## src/rtl/pipe_regs_fde.sv

```systemverilog
// Fetch PC register plus IF/ID and ID/EX pipeline registers of a five-stage core,
// with stall/flush handling from the hazard unit and a saturating fetch-stall counter.
module pipe_regs_fde #(
    parameter logic [31:0] RESET_PC  = 32'h0000_0000,
    parameter logic [31:0] NOP_INSTR = 32'h0000_0013
) (
    input  logic        clk,
    input  logic        reset,
    input  logic        StallF,
    input  logic        StallD,
    input  logic        FlushD,
    input  logic        FlushE,
    input  logic [31:0] PCNextF,
    input  logic [31:0] InstrF,
    input  logic [31:0] PCPlus4F,
    output logic [31:0] PCF,
    output logic [31:0] InstrD,
    output logic [31:0] PCD,
    output logic [31:0] PCPlus4D,
    output logic [4:0]  Rs1D,
    output logic [4:0]  Rs2D,
    input  logic        RegWriteD,
    input  logic        MemWriteD,
    input  logic        JumpD,
    input  logic        BranchD,
    input  logic        ALUSrcD,
    input  logic [1:0]  ResultSrcD,
    input  logic [2:0]  ALUControlD,
    input  logic [31:0] RD1D,
    input  logic [31:0] RD2D,
    input  logic [31:0] ImmExtD,
    output logic        RegWriteE,
    output logic        MemWriteE,
    output logic        JumpE,
    output logic        BranchE,
    output logic        ALUSrcE,
    output logic [1:0]  ResultSrcE,
    output logic [2:0]  ALUControlE,
    output logic [31:0] RD1E,
    output logic [31:0] RD2E,
    output logic [31:0] ImmExtE,
    output logic [31:0] PCE,
    output logic [31:0] PCPlus4E,
    output logic [4:0]  Rs1E,
    output logic [4:0]  Rs2E,
    output logic [4:0]  RdE,
    output logic        ValidD,
    output logic        ValidE,
    output logic [15:0] StallCnt
);

    logic [31:0] pcF_r, instrD_r, pcD_r, pcPlus4D_r;
    logic        validD_r;
    logic [31:0] pcFNext_s, instrDNext_s, pcDNext_s, pcPlus4DNext_s;
    logic        validDNext_s;
    logic [15:0] stallCnt_r, stallCntNext_s;
    logic        fetchStall_s;

    logic        regWriteE_r, memWriteE_r, jumpE_r, branchE_r, aluSrcE_r, validE_r;
    logic [1:0]  resultSrcE_r;
    logic [2:0]  aluControlE_r;
    logic [31:0] rd1E_r, rd2E_r, immExtE_r, pcE_r, pcPlus4E_r;
    logic [4:0]  rs1E_r, rs2E_r, rdE_r;

    logic        regWriteENext_s, memWriteENext_s, jumpENext_s, branchENext_s;
    logic        aluSrcENext_s, validENext_s;
    logic [1:0]  resultSrcENext_s;
    logic [2:0]  aluControlENext_s;
    logic [31:0] rd1ENext_s, rd2ENext_s, immExtENext_s, pcENext_s, pcPlus4ENext_s;
    logic [4:0]  rs1ENext_s, rs2ENext_s, rdENext_s;

    // A redirect (FlushD) wins over a fetch stall so a taken branch is never dropped
    assign fetchStall_s = StallF & ~FlushD;

    // Fetch PC and saturating stall counter next-state
    always_comb begin
        pcFNext_s      = pcF_r;
        stallCntNext_s = stallCnt_r;
        if (fetchStall_s) begin
            pcFNext_s = pcF_r;
            if (stallCnt_r != 16'hFFFF) begin
                stallCntNext_s = stallCnt_r + 16'd1;
            end else begin
                stallCntNext_s = stallCnt_r;
            end
        end else begin
            pcFNext_s      = PCNextF;
            stallCntNext_s = stallCnt_r;
        end
    end

    // IF/ID next-state: flush, then stall, then load
    always_comb begin
        instrDNext_s   = instrD_r;
        pcDNext_s      = pcD_r;
        pcPlus4DNext_s = pcPlus4D_r;
        validDNext_s   = validD_r;
        if (FlushD) begin
            instrDNext_s   = NOP_INSTR;
            pcDNext_s      = 32'h0000_0000;
            pcPlus4DNext_s = 32'h0000_0000;
            validDNext_s   = 1'b0;
        end else if (StallD) begin
            instrDNext_s   = instrD_r;
            pcDNext_s      = pcD_r;
            pcPlus4DNext_s = pcPlus4D_r;
            validDNext_s   = validD_r;
        end else begin
            instrDNext_s   = InstrF;
            pcDNext_s      = pcF_r;
            pcPlus4DNext_s = PCPlus4F;
            validDNext_s   = 1'b1;
        end
    end

    // ID/EX next-state: a flushed entry is all-zero, so it cannot write or redirect
    always_comb begin
        regWriteENext_s   = 1'b0;
        memWriteENext_s   = 1'b0;
        jumpENext_s       = 1'b0;
        branchENext_s     = 1'b0;
        aluSrcENext_s     = 1'b0;
        resultSrcENext_s  = 2'b00;
        aluControlENext_s = 3'b000;
        rd1ENext_s        = 32'h0000_0000;
        rd2ENext_s        = 32'h0000_0000;
        immExtENext_s     = 32'h0000_0000;
        pcENext_s         = 32'h0000_0000;
        pcPlus4ENext_s    = 32'h0000_0000;
        rs1ENext_s        = 5'd0;
        rs2ENext_s        = 5'd0;
        rdENext_s         = 5'd0;
        validENext_s      = 1'b0;
        if (FlushE) begin
            validENext_s = 1'b0;
        end else begin
            regWriteENext_s   = RegWriteD;
            memWriteENext_s   = MemWriteD;
            jumpENext_s       = JumpD;
            branchENext_s     = BranchD;
            aluSrcENext_s     = ALUSrcD;
            resultSrcENext_s  = ResultSrcD;
            aluControlENext_s = ALUControlD;
            rd1ENext_s        = RD1D;
            rd2ENext_s        = RD2D;
            immExtENext_s     = ImmExtD;
            pcENext_s         = pcD_r;
            pcPlus4ENext_s    = pcPlus4D_r;
            rs1ENext_s        = instrD_r[19:15];
            rs2ENext_s        = instrD_r[24:20];
            rdENext_s         = instrD_r[11:7];
            validENext_s      = validD_r;
        end
    end

    // State registers with synchronous reset
    always_ff @(posedge clk) begin
        if (reset) begin
            pcF_r         <= RESET_PC;
            stallCnt_r    <= 16'h0000;
            instrD_r      <= NOP_INSTR;
            pcD_r         <= 32'h0000_0000;
            pcPlus4D_r    <= 32'h0000_0000;
            validD_r      <= 1'b0;
            regWriteE_r   <= 1'b0;
            memWriteE_r   <= 1'b0;
            jumpE_r       <= 1'b0;
            branchE_r     <= 1'b0;
            aluSrcE_r     <= 1'b0;
            resultSrcE_r  <= 2'b00;
            aluControlE_r <= 3'b000;
            rd1E_r        <= 32'h0000_0000;
            rd2E_r        <= 32'h0000_0000;
            immExtE_r     <= 32'h0000_0000;
            pcE_r         <= 32'h0000_0000;
            pcPlus4E_r    <= 32'h0000_0000;
            rs1E_r        <= 5'd0;
            rs2E_r        <= 5'd0;
            rdE_r         <= 5'd0;
            validE_r      <= 1'b0;
        end else begin
            pcF_r         <= pcFNext_s;
            stallCnt_r    <= stallCntNext_s;
            instrD_r      <= instrDNext_s;
            pcD_r         <= pcDNext_s;
            pcPlus4D_r    <= pcPlus4DNext_s;
            validD_r      <= validDNext_s;
            regWriteE_r   <= regWriteENext_s;
            memWriteE_r   <= memWriteENext_s;
            jumpE_r       <= jumpENext_s;
            branchE_r     <= branchENext_s;
            aluSrcE_r     <= aluSrcENext_s;
            resultSrcE_r  <= resultSrcENext_s;
            aluControlE_r <= aluControlENext_s;
            rd1E_r        <= rd1ENext_s;
            rd2E_r        <= rd2ENext_s;
            immExtE_r     <= immExtENext_s;
            pcE_r         <= pcENext_s;
            pcPlus4E_r    <= pcPlus4ENext_s;
            rs1E_r        <= rs1ENext_s;
            rs2E_r        <= rs2ENext_s;
            rdE_r         <= rdENext_s;
            validE_r      <= validENext_s;
        end
    end

    assign PCF         = pcF_r;
    assign StallCnt    = stallCnt_r;
    assign InstrD      = instrD_r;
    assign PCD         = pcD_r;
    assign PCPlus4D    = pcPlus4D_r;
    assign ValidD      = validD_r;
    assign Rs1D        = instrD_r[19:15];
    assign Rs2D        = instrD_r[24:20];
    assign RegWriteE   = regWriteE_r;
    assign MemWriteE   = memWriteE_r;
    assign JumpE       = jumpE_r;
    assign BranchE     = branchE_r;
    assign ALUSrcE     = aluSrcE_r;
    assign ResultSrcE  = resultSrcE_r;
    assign ALUControlE = aluControlE_r;
    assign RD1E        = rd1E_r;
    assign RD2E        = rd2E_r;
    assign ImmExtE     = immExtE_r;
    assign PCE         = pcE_r;
    assign PCPlus4E    = pcPlus4E_r;
    assign Rs1E        = rs1E_r;
    assign Rs2E        = rs2E_r;
    assign RdE         = rdE_r;
    assign ValidE      = validE_r;

endmodule

```

## config.mk

```make
export PLATFORM = sky130hd
export DESIGN_NAME = pipe_regs_fde
export DESIGN_NICKNAME = d
export VERILOG_FILES = /design/src/rtl/pipe_regs_fde.sv
export SDC_FILE = /design/constraint.sdc
export NUM_CORES = 1
export LEC_CHECK = 0
export CORE_AREA = 2 2 216 218
export DETAILED_ROUTE_END_ITERATION = 8
export DIE_AREA = 0 0 218 220
export PLACE_DENSITY = 0.61
export SLEW_MARGIN = 10
export SYNTH_ARGS = -nofsm -noshare
export SYNTH_HDL_FRONTEND = slang
export SYNTH_SLANG_ARGS = --single-unit
```

## constraint.sdc

```tcl
create_clock -name clk -period 1.9 [get_ports clk]
set_input_delay 0.285 -clock clk [delete_from_list [all_inputs] [get_ports clk]]
set_output_delay 0.285 -clock clk [all_outputs]
set_load 0.03 [all_outputs]
```

## Yosys cells after proc, flatten, opt, wreduce, memory -nomap -nowiden

Cells that the tools add are included.

- Reduce and logical (&&, ||, !) cells: 3
- Bitwise gates (word level): 2
- Equal/unequal tests: 1
- $add $sub $neg: 1

Operators by type and width:

| cell | count |
|---|---|
| adder 16 x 1 -> 16 bit (second input constant) | 1 |
| inequality test 16 bit (second input constant) | 1 |
| OR reduction 2 bit | 2 |
| AND reduction 2 bit | 1 |
| AND 1 bit | 1 |
| inverter 1 bit | 1 |

- Register bits after elaboration: 331
- Output and inout port bits: 341
- Input bits: 208

## Logic depth before layout (Yosys ltp)

- Depth in word-level cells: 3
- Gate-level depth with buffers: 6
- Mapped depth without buffers: 5

## Worst setup path after synthesis

OpenSTA, ideal clock, no wires.

- Path kind: register -> register
- Start point: reg stallCnt_r[0] (netlist: StallCnt[0])
- End point: reg stallCnt_r[9] (netlist: StallCnt[9])
- Path slack: 0.036 ns
- Clock period less this slack: 1.864 ns
- Cell stages (with the launch flop): 7
- Arrival: 1.743 ns
- Required time: 1.779 ns
- Path through: dfxtp_1 ha_1 and2_1 and3_1 buf_6 nor4_1 mux2_2

- Longest elaborated chain between the ends: 2
- Elaborated cells on any way between the ends: 3

RTL lines:

| item | line | RTL |
|---|---|---|
| start: declaration | 56 | `logic [15:0] stallCnt_r, stallCntNext_s;` |
| start signal: assignment | 183 | `stallCnt_r <= stallCntNext_s;` |
| parallel branches: the longest is 2 deep, another holds adder 16 x 1 -> 16 bit | -- |  |

Several ways; the timed one is not identified.
A chain may end at the register's enable or synchronous reset.

## Final worst setup path

- Start point: reg rd1E_r[26] (netlist: RD1E[26])
- End point: out RD1E[26]

RTL lines:

| item | line | RTL |
|---|---|---|
| start: declaration | 62 | `logic [31:0] rd1E_r, rd2E_r, immExtE_r, pcE_r, pcPlus4E_r;` |
| start signal: assignment | 195 | `rd1E_r <= rd1ENext_s;` |
| end: declaration | 39 | `output logic [31:0] RD1E,` |

No word-level cell between the ends.

==> impl_metrics.csv <==
group,metric,value,unit
outcome,status,"finished clean",
setup_path,startpoint,"RD1E[26]",
setup_path,cp.depth,1,
logic_synthesis,synth-xor-area-share,0,%
logic_synthesis,ys_seq_elements,331,
detailed_routing,route.detailed.drc,0,
global_route,grt_pass1_wl,51.9,mm
setup_path,cpPeakStageDelay,690,ps
placed_design,place_area,16600,um2
global_route,grt_max_degree,93,
die,rows,79,
layout,antenna_cells,0,
setup_path,cp-endpoint,"RD1E[26]",
setup_path,path_cells,"clkdlybuf4s50_1",
sta,post-route-min-period,1850,ps
logic_synthesis,synth_compound_area_share,2.94,%
setup_path,crit_slowest_cell,"clkdlybuf4s50_1",
placed_design,post-place-cells,2070,
clock_tree,cts_max_path_buffers,3,
logic_synthesis,synth_cell_types,36,
sta,max_slew.worst_pin.slew,426,ps
clock_tree,clock_latency,550,ps
clock_tree,cts_buffers,39,
logic_synthesis,synthArstFlopShare,0,%
setup_path,required,1620,ps
placed_design,dp_hpwl,27.0,mm
clock_tree,post_cts_buffers,0,
setup_path,crit_fanout,1,
detailed_routing,vias,8469,
logic_synthesis,yosysWarningCount,0,
layout,nFillCells,4547,
clock_tree,cts_tree,"yes",
global_route,antenna_found_initial,0,
die,initial_core_util,22.6,%
power_and_ir_drop,powerDensity,916,nW/um2
power_and_ir_drop,clockPowerShare,44.4,%
sta,setup_tns,0,ps
detailed_routing,drtIter0Drc,317,
layout,fin_cells,2140,
die,die_area,48000,um2
layout,layout.nets,1713,
logic_synthesis,syn-num-nets,1165,
logic_synthesis,synthAdderAreaFrac,0.121,%
setup_path,ff2ff_setup_slack,180,ps
setup_path,cp_top_family,"buffers and inverters",
clock_tree,cts_sinks,331,
setup_path,end_kind,"primary output",
sta,hold_violations,0,
setup_path,start_kind,"flop",
global_route,grtUsageTotal,14.2,%
global_route,grt_pass1_vias,8330,
power_and_ir_drop,power.leakage,8.02,nW
setup_path,critPathKind,"flop to primary output",
sta,slew_headroom,71.7,%
sta,setup_viol,0,
placed_design,numPortBuffers,548,
die,ioPinCount,549,
global_route,grt_overflow,0,
sta,rsz0062_at_grt,"false",
logic_synthesis,synth_top_family_by_area,"simple AND/OR/NAND/NOR gates",
setup_path,cp_data_arrival_time,1570,ps
power_and_ir_drop,cellInternalPower,0.0122,W
clock_tree,clkTransAtPathRegs,60,ps
logic_synthesis,synth-main-ff-cell,"dfxtp_1",
layout,drive_gt1_share,7.11,%
hold_path,hp-class,"input pin to flop",
power_and_ir_drop,seq_power_share,44.7,%
layout,area_growth,71.0,%
clock_tree,cts_max_level,2,
run,maxCapViolations,0,
detailed_routing,viasPerCell,3.96,
logic_synthesis,seq_area_frac_synth,63.9,%
detailed_routing,ant_nets,0,
logic_synthesis,synthMuxAreaShare,9.90,%
clock_tree,cts.hold.buffers_added,0,
sta,clock-skew-final,11.6,ps
die,core-area,45900,um2
die,die_w,218,um
logic_synthesis,syn_avg_cell_area,10.8,um2
sta,max_freq,540,MHz
layout,fin_area,17700,um2
setup_path,r2r-end,"StallCnt[0]",
die,die_h,220,um
setup_path,worstReg2RegStart,"StallCnt[0]",
layout,final_core_util,38.7,%
power_and_ir_drop,vdd_drop_max,0.569,mV
sta,fin_crit_sh,97.5,%
power_and_ir_drop,swShare,24.9,%
detailed_routing,drt_first_pass_iters,4,
power_and_ir_drop,p_switching,0.00404,W
detailed_routing,wl_per_cell,16.8,um
clock_tree,ctsRootBufferMaster,"clkbuf_16",
logic_synthesis,yosys.area_share.simple,20.0,%
placed_design,place_congestion,0.824,
logic_synthesis,synth_area,10400,um2
logic_synthesis,postSynthCellCount,956,
detailed_routing,routed_wl,36.0,mm
setup_path,worst-r2r-cell-count,5,
power_and_ir_drop,combPwrFrac,10.9,%
sta,drv_slew,0,
logic_synthesis,synth_edf_count,0,
setup_path,crit_buf_inv,1,
[per-layer routing]
layer  track usage, %  vias up  wire length (um)
li1                 -     4173                 -
met4             3.90        0               658
met1             16.7     3933             14600
met5                0        -                 0
met2             24.5      319             17800
met3             4.78       44              2910
[placed cells by master, fill, tap and decap left out, types with 6 or more instances in the layout]
cell	synthesis	routed
clkdlybuf4s50_1	0	378
clkinv_2	0	7
mux2i_1	97	97
dfxtp_1	331	331
dlymetal6s2s_1	0	21
nand2_1	76	76
buf_12	0	8
a21oi_1	43	43
clkbuf_1	44	7
dlygate4sd2_1	0	146
buf_4	11	20
nor2_1	101	100
clkbuf_16	0	39
clkbuf_8	0	6
and2_1	188	188
[state kept, by name, indices dropped and copies added, names as in the netlist, 16 cells and up]
name / count
PCF: 32
PCPlus4E: 32
ImmExtE: 32
PCE: 32
PCPlus4D: 32
InstrD: 32
PCD: 32
StallCnt: 16
RD2E: 32
RD1E: 32
[power groups by stage]
stage	clock (W)	sequential, W	combinational, W
2_1_floorplan	0	0.00781	0.000415
5_1_grt	0.00773	0.00729	0.00187
3_5_place_dp	0	0.00742	0.00185
4_1_cts	0.00747	0.00727	0.00179
3_3_place_gp	0	0.00742	0.00183
6_report	0.00721	0.00726	0.00176
[cell usage after synthesis (4+ instances only)]
| library cell | number | area share (%) |
|---|---|---|
| a21oi_1 | 43 | 2.1 |
| and2_1 | 188 | 11 |
| buf_1 | 7 | 0.25 |
| buf_2 | 4 | 0.19 |
| buf_4 | 11 | 0.80 |
| clkbuf_1 | 44 | 1.6 |
| dfxtp_1 | 331 | 64 |
| mux2_2 | 5 | 0.54 |
| mux2i_1 | 97 | 9.4 |
| nand2_1 | 76 | 2.8 |
| nor2_1 | 101 | 3.7 |
| nor2b_1 | 6 | 0.36 |
| nor3_1 | 4 | 0.19 |
[repair_timing]
item                       CTS  global route
pin swaps                    0             0
setup endpoints to repair  147            26
gates resized for setup    147            24
[cell families (layout without fill, tap and decap cells)]
family / Yosys count / after routing
and+or+nand+nor: 396 / 396
DFF: 331 / 331
muxes: 102 / 102
buffers and inverters: 71 / 648
AOI/OAI and AO/OA: 55 / 55
adders and majority gates: 1 / 1
[cell type report]
cell class | count | area, um2 | area share (%)
clock buffers | 52 | 1080 | 6.12
flip-flops and latches | 331 | 6630 | 37.4
well taps | 607 | 759 | 4.28
multi-input cells | 554 | 3450 | 19.5
clock inverters | 18 | 149 | 0.840
repair buffers | 575 | 5650 | 31.9
inverters | 3 | 11.3 | 0.0635
[how the worst min path moves through the flow]
| stage | startpoint | end | slack [ps] | cells past startpoint |
|---|---|---|---|---|
| after floorplan | FlushE | ValidE | 360 | 1 |
| after global placement | PCF[6] | PCF[6] | 460 | 2 |
| after detailed placement | ValidD | ValidE | 460 | 2 |
| after CTS | reset | PCF[21] | 80 | 2 |
| after global routing | reset | PCF[21] | 120 | 2 |
| final | reset | PCF[21] | 120 | 2 |
[through the flow]
| step | hold slack [ps] | power (W) | setup WS, ps |
|---|---|---|---|
| 6_report | 122 | 0.0162 | 48.0 |
| 4_1_cts | 83.4 | 0.0165 | 0.0653 |
| 2_1_floorplan | 356 | 0.00823 | 35.8 |
| 3_5_place_dp | 461 | 0.00927 | -69.4 |
| 3_3_place_gp | 456 | 0.00925 | -59.0 |
| 5_1_grt | 123 | 0.0169 | 3.15 |
No activity file was read; power rests on OpenSTA's default activity.
